`src/rtl/signed_adder_arbiter_pkg.sv`:
```
// Shared widths, operand/sum types and control-FSM states for signed_adder_arbiter.
// The sum is one bit wider than the operands so every 4-bit signed pair adds exactly.
package signed_adder_arbiter_pkg;

    localparam int OPND_W = 4;
    localparam int SUM_W  = 5;

    typedef logic signed [OPND_W-1:0] opnd_t;
    typedef logic signed [SUM_W-1:0]  sum_t;

    typedef enum logic {
        ST_EMPTY = 1'b0,
        ST_FULL  = 1'b1
    } state_e;

    // Both operands are sign-extended before the add, so the result never wraps.
    function automatic sum_t add_sext(input opnd_t a, input opnd_t b);
        sum_t a_ext;
        sum_t b_ext;
        a_ext = {a[OPND_W-1], a};
        b_ext = {b[OPND_W-1], b};
        return a_ext + b_ext;
    endfunction

    // The sum leaves the 4-bit range exactly when its top two bits disagree.
    function automatic logic sum_ovf(input sum_t s);
        return s[SUM_W-1] ^ s[SUM_W-2];
    endfunction

endpackage

```
`src/rtl/signed_adder_arbiter_rr.sv`:
```
// Round-robin grant logic: scans from ptr_i upward, wrapping at NUM_REQ-1, and
// grants the first requester with its request bit set. Output is one-hot or zero.
module rr_arbiter
    import signed_adder_arbiter_pkg::*;
#(
    parameter int NUM_REQ = 4,
    parameter int ID_W    = $clog2(NUM_REQ)
) (
    input  logic [NUM_REQ-1:0] req_i,
    input  logic [ID_W-1:0]    ptr_i,
    input  logic               enable_i,
    output logic [NUM_REQ-1:0] grant_o
);

    // One spare bit so ptr + offset can be compared against NUM_REQ before wrapping.
    typedef logic [ID_W:0] idx_t;

    idx_t idx;
    logic found;

    // NOTE: every signal written here gets a default first, so no path leaves it unassigned (no latch).
    always_comb begin
        grant_o = '0;
        found   = 1'b0;
        idx     = '0;
        for (int k = 0; k < NUM_REQ; k++) begin
            idx = idx_t'(ptr_i) + idx_t'(k);
            if (idx >= idx_t'(NUM_REQ)) begin
                idx = idx - idx_t'(NUM_REQ);
            end
            if (enable_i && !found && req_i[idx[ID_W-1:0]]) begin
                grant_o[idx[ID_W-1:0]] = 1'b1;
                found                  = 1'b1;
            end
        end
    end

endmodule

```
`src/rtl/signed_adder_arbiter.sv`:
```
// NUM_REQ requesters share one registered signed 4-bit adder through a round-robin arbiter.
// Define SIGNED_ADDER_ARB_OVF_EN to add the registered rsp_ovf output.
module signed_adder_arbiter
    import signed_adder_arbiter_pkg::*;
#(
    parameter int NUM_REQ = 4,
    parameter int ID_W    = $clog2(NUM_REQ)
) (
    input  logic                           clk,
    input  logic                           rst,
    input  logic [NUM_REQ-1:0]             req_valid,
    output logic [NUM_REQ-1:0]             req_ready,
    input  logic [NUM_REQ-1:0][OPND_W-1:0] req_x,
    input  logic [NUM_REQ-1:0][OPND_W-1:0] req_y,
    output logic                           rsp_valid,
    input  logic                           rsp_ready,
    output logic [SUM_W-1:0]               rsp_data,
    output logic [ID_W-1:0]                rsp_id
`ifdef SIGNED_ADDER_ARB_OVF_EN
    ,
    output logic                           rsp_ovf
`endif
);

    state_e             state_q;
    sum_t               data_q;
    logic [ID_W-1:0]    id_q;
    logic [ID_W-1:0]    ptr_q;
    logic [ID_W-1:0]    ptr_d;
    logic [ID_W-1:0]    gnt_id;
    logic [NUM_REQ-1:0] grant;
    logic               slot_free;
    logic               transfer;
    opnd_t              x_sel;
    opnd_t              y_sel;
    sum_t               sum_d;

    // The result slot can take a new sum when it is empty or being drained this cycle.
    assign slot_free = (state_q == ST_EMPTY) || rsp_ready;

    rr_arbiter #(
        .NUM_REQ (NUM_REQ),
        .ID_W    (ID_W)
    ) u_rr (
        .req_i    (req_valid),
        .ptr_i    (ptr_q),
        .enable_i (slot_free),
        .grant_o  (grant)
    );

    assign req_ready = grant;
    assign transfer  = |grant;

    always_comb begin
        gnt_id = '0;
        for (int i = 0; i < NUM_REQ; i++) begin
            if (grant[i]) begin
                gnt_id = ID_W'(i);
            end
        end
    end

    // Single shared adder fed from the granted requester's operands.
    assign x_sel = opnd_t'(req_x[gnt_id]);
    assign y_sel = opnd_t'(req_y[gnt_id]);
    assign sum_d = add_sext(x_sel, y_sel);

    assign ptr_d = (gnt_id == ID_W'(NUM_REQ - 1)) ? '0 : gnt_id + ID_W'(1);

`ifdef SIGNED_ADDER_ARB_OVF_EN
    logic ovf_q;
`endif

    // NOTE: state uses non-blocking assignments so every register samples pre-edge values.
    always_ff @(posedge clk) begin
        if (rst) begin
            state_q <= ST_EMPTY;
            data_q  <= '0;
            id_q    <= '0;
            ptr_q   <= '0;
`ifdef SIGNED_ADDER_ARB_OVF_EN
            ovf_q   <= 1'b0;
`endif
        end else begin
            case (state_q)
                ST_EMPTY: if (transfer) state_q <= ST_FULL;
                ST_FULL:  if (rsp_ready && !transfer) state_q <= ST_EMPTY;
                default:  state_q <= ST_EMPTY;
            endcase
            if (transfer) begin
                data_q <= sum_d;
                id_q   <= gnt_id;
                ptr_q  <= ptr_d;
`ifdef SIGNED_ADDER_ARB_OVF_EN
                ovf_q  <= sum_ovf(sum_d);
`endif
            end
        end
    end

    assign rsp_valid = (state_q == ST_FULL);
    assign rsp_data  = data_q;
    assign rsp_id    = id_q;
`ifdef SIGNED_ADDER_ARB_OVF_EN
    assign rsp_ovf   = ovf_q;
`endif

    // Handshake invariants: at most one grant, and none while a held result is blocked.
    a_grant_onehot0 : assert property (@(posedge clk) disable iff (rst)
        $onehot0(req_ready));
    a_no_grant_when_blocked : assert property (@(posedge clk) disable iff (rst)
        (rsp_valid && !rsp_ready) |-> (req_ready == '0));
    a_hold_when_blocked : assert property (@(posedge clk) disable iff (rst)
        (rsp_valid && !rsp_ready) |=> (rsp_valid && $stable(rsp_data) && $stable(rsp_id)));

endmodule
```
`config.mk`:
```
export PLATFORM = sky130hd
export DESIGN_NAME = signed_adder_arbiter
export DESIGN_NICKNAME = d
export VERILOG_FILES = /design/src/rtl/signed_adder_arbiter_pkg.sv /design/src/rtl/signed_adder_arbiter_rr.sv /design/src/rtl/signed_adder_arbiter.sv
export SDC_FILE = /design/constraint.sdc
export NUM_CORES = 1
export LEC_CHECK = 0
export ABC_AREA = 1
export BUFFER_PORTS_ARGS = -buffer_cell sky130_fd_sc_hd__buf_2
export CAP_MARGIN = 10
export CORE_MARGIN = 4
export CORE_UTILIZATION = 49
export DETAILED_ROUTE_END_ITERATION = 16
export PLACE_DENSITY_LB_ADDON = 0.05
export REMOVE_ABC_BUFFERS = 1
export SYNTH_ARGS = -nofsm -noshare
export SYNTH_HDL_FRONTEND = slang
export SYNTH_SLANG_ARGS = --single-unit
```
`constraint.sdc`:
```
create_clock -name clk -period 3.8 [get_ports clk]
set_input_delay 0.76 -clock clk [delete_from_list [all_inputs] [get_ports clk]]
set_output_delay 0.76 -clock clk [all_outputs]
set_load 0.05 [all_outputs]
```
==> flow_summary.ini <==
[outcome]
status = finished clean

[detailed_routing]
ant_nets = 0
drtPass1Iterations = 4
routed_wl_um = 3220
vias = 1442
drc = 0
drt-initial-drc-count = 53
drt-vias-per-instance = 5.01
wl_per_cell_um = 11.2

[clocking]
clock_sinks = 10
clock_latency_ns = 0.27
cts_tree = built
clk_pin_slew_ns = 0.07
cts_buffer_depth = 2
clockRootBuffer = clkbuf_4
htree_levels = 1
cts_buffers = 3
cts_setup_buffers = 0

[timing]
drv_slew = 0
finalWorstPathRequiredPeriod_ns = 3.45
hold_viol_final = 0
tightest_slew_ns = 0.326
skew_ns = 0.00469
setup_viol = 0
slew_headroom_pct = 78.3
fmax_mhz = 290
fin_crit_sh_pct = 90.7

[die]
die_w_um = 58.9
start_util_pct = 51.2
die_area_mm2 = 0.00346
row_count = 18
io_pins = 51
die_h_um = 58.9
core_area_mm2 = 0.00248

[final_layout]
diodes = 0
multi_input_area_um2 = 966
finalInstanceArea_mm2 = 0.00162
layout-drive-gt1-share_pct = 33.7
nFillCells = 266
num-nets-final = 309
seqCellArea_um2 = 200
syn2layout_area_growth_pct = 27.9

[logic_synthesis]
yosysTopAreaCellShare_pct = 18.7
postSynth.asyncResetShare_pct = 0
synthTopCellsByArea = nand2_1 (19%), dfxtp_1 (16%), ha_1 (9.9%)
ys.warnings.count = 0
synth-seq-area-share_pct = 15.8
synth_top_cell_by_area = nand2_1
syn_inst = 201
synthesis.area_mm2 = 0.00127
synth_cell_type_count = 27
synth_edf_count = 0
syn_area_per_cell_um2 = 6.31
synth-main-ff-cell = dfxtp_1
synth-seq-cells = 10

[place]
hpwlAfterDp_um = 2760
io_buffer_count = 50
dpl-instance-area_mm2 = 0.00157
gp_congestion = 0.814

[critical_path]
critPathCaptureType = flop
start_kind = flop
critPathArrivalTime_ns = 3.65
worst-path-max-fanout = 8
criticalPathCategory = flop to flop
worstPathRequired_ns = 4.01
ff2ff_path_depth = 20

[job]
cap_viol_max_count = 0

[hold_path]
min_path_type = flop to flop
holdPathStages = 2

[grt]
track_usage_pct = 19.8
grt_pass1_vias = 1354
grt-ovfl-total = 0
grt_pass1_wl_um = 5460
antenna_found_initial = 0
grt_max_degree = 14
## cell families after synthesis
family,Yosys count,share of synthesized area [%]
flip-flops,10,15.8
AND/OR/NAND/NOR,121,47.9
buffers and inverters,26,9.48
XOR/XNOR,2,1.38
AO/OA/AOI/OAI,31,14.0
adder cells (fa/ha/maj),11,11.5
## cell type report
cell class | instances | area share [%]
multi-input cells | 165 | 59.6
repair buffers | 56 | 18.2
flip-flops and latches | 10 | 12.3
inverters | 23 | 5.32
well taps | 30 | 2.31
clock buffers | 4 | 2.24
## sequential cells by signal, summed over array words and instances, names as in the netlist
signal,cells
rsp_valid,1
ptr_q,2
rsp_data,5
rsp_id,2
## critical path, stage by stage, from the launching register on
cell and delay [ns]:
dfxtp_1 0.31, inv_1 0.19, ha_4 0.25, nand3b_2 0.23, nand2_2 0.10, inv_2 0.06, nor2_8 0.15, nand3_1 0.10
nand2_1 0.10, nor2_2 0.08, buf_4 0.17, o21ai_0 0.16, nand2_1 0.09, nand2_1 0.07, inv_1 0.04, ha_1 0.21
fa_1 0.42, a2111oi_2 0.37, a21oi_1 0.06, a21boi_0 0.13, nor2_1 0.11
## stage by stage
| step | instances | TNS [ns] | hold slack, ns | util [%] | worst slack (ns) |
|---|---|---|---|---|---|
| finish | 288 | 0 | 0.460 | 65.5 | 0.355 |
| global route | 288 | -0.0180 | 0.496 | 65.5 | -0.0180 |
| CTS | 288 | 0 | 0.463 | 64.7 | 0.218 |
| detailed placement | 284 | 0 | 0.449 | 63.2 | 0.162 |
| global placement | 284 | 0 | 0.449 | 63.2 | 0.223 |
| floorplan | 198 | 0 | 0.538 | - | 0.0996 |
## repair_timing
action	4_1_cts	5_1_grt
endpoints found under the setup margin	0	1
hold buffers	0	0
hold endpoints to repair	0	0
gates resized for setup	0	3
## per-layer routing
metal	up-vias	share of wire, %	track usage (%)
li1	766	-	-
met2	51	49	35.3
met4	0	0	1.94
met5	-	0	0
met3	0	7.4	4.17
met1	625	44	25.1
## placed cells by master, fill, tap and decap left out, types with 5 or more instances in the layout
cell type,n
nand2_1,63
buf_2,50
nand3_1,24
inv_1,18
nor2_1,13
o21ai_0,13
a21oi_1,12
dfxtp_1,10
ha_1,9
buf_4,6
nand2_4,5
## path summary, 6_finish.rpt
check | start | endpoint | slack (ns)
max | ptr_q[1]$_SDFFE_PP0P_ | rsp_data[4]$_SDFFE_PP0P_ | 0.35
min | rsp_id[1]$_SDFFE_PP0P_ | rsp_id[1]$_SDFFE_PP0P_ | 0.46
max reg2reg | ptr_q[1]$_SDFFE_PP0P_ | rsp_data[4]$_SDFFE_PP0P_ | 0.35
min reg2reg | rsp_id[1]$_SDFFE_PP0P_ | rsp_id[1]$_SDFFE_PP0P_ | 0.46
## cell usage after synthesis, types with 2 or more instances
| cell type | count |
|---|---|
| nand2_2 | 2 |
| nor2_2 | 4 |
| inv_1 | 18 |
| nand3_2 | 3 |
| nand2_1 | 63 |
| xor2_1 | 2 |
| o21ai_0 | 13 |
| nand4_1 | 2 |
| buf_6 | 3 |
| ha_1 | 10 |
| inv_2 | 4 |
| nor2_1 | 13 |
| nand2_4 | 5 |
| nor2_4 | 3 |
| a21oi_1 | 12 |
| nand3_1 | 24 |
| dfxtp_1 | 10 |
Power is not shown: default switching activity piles up to over one toggle a cycle in this logic, so the estimate is an artifact.
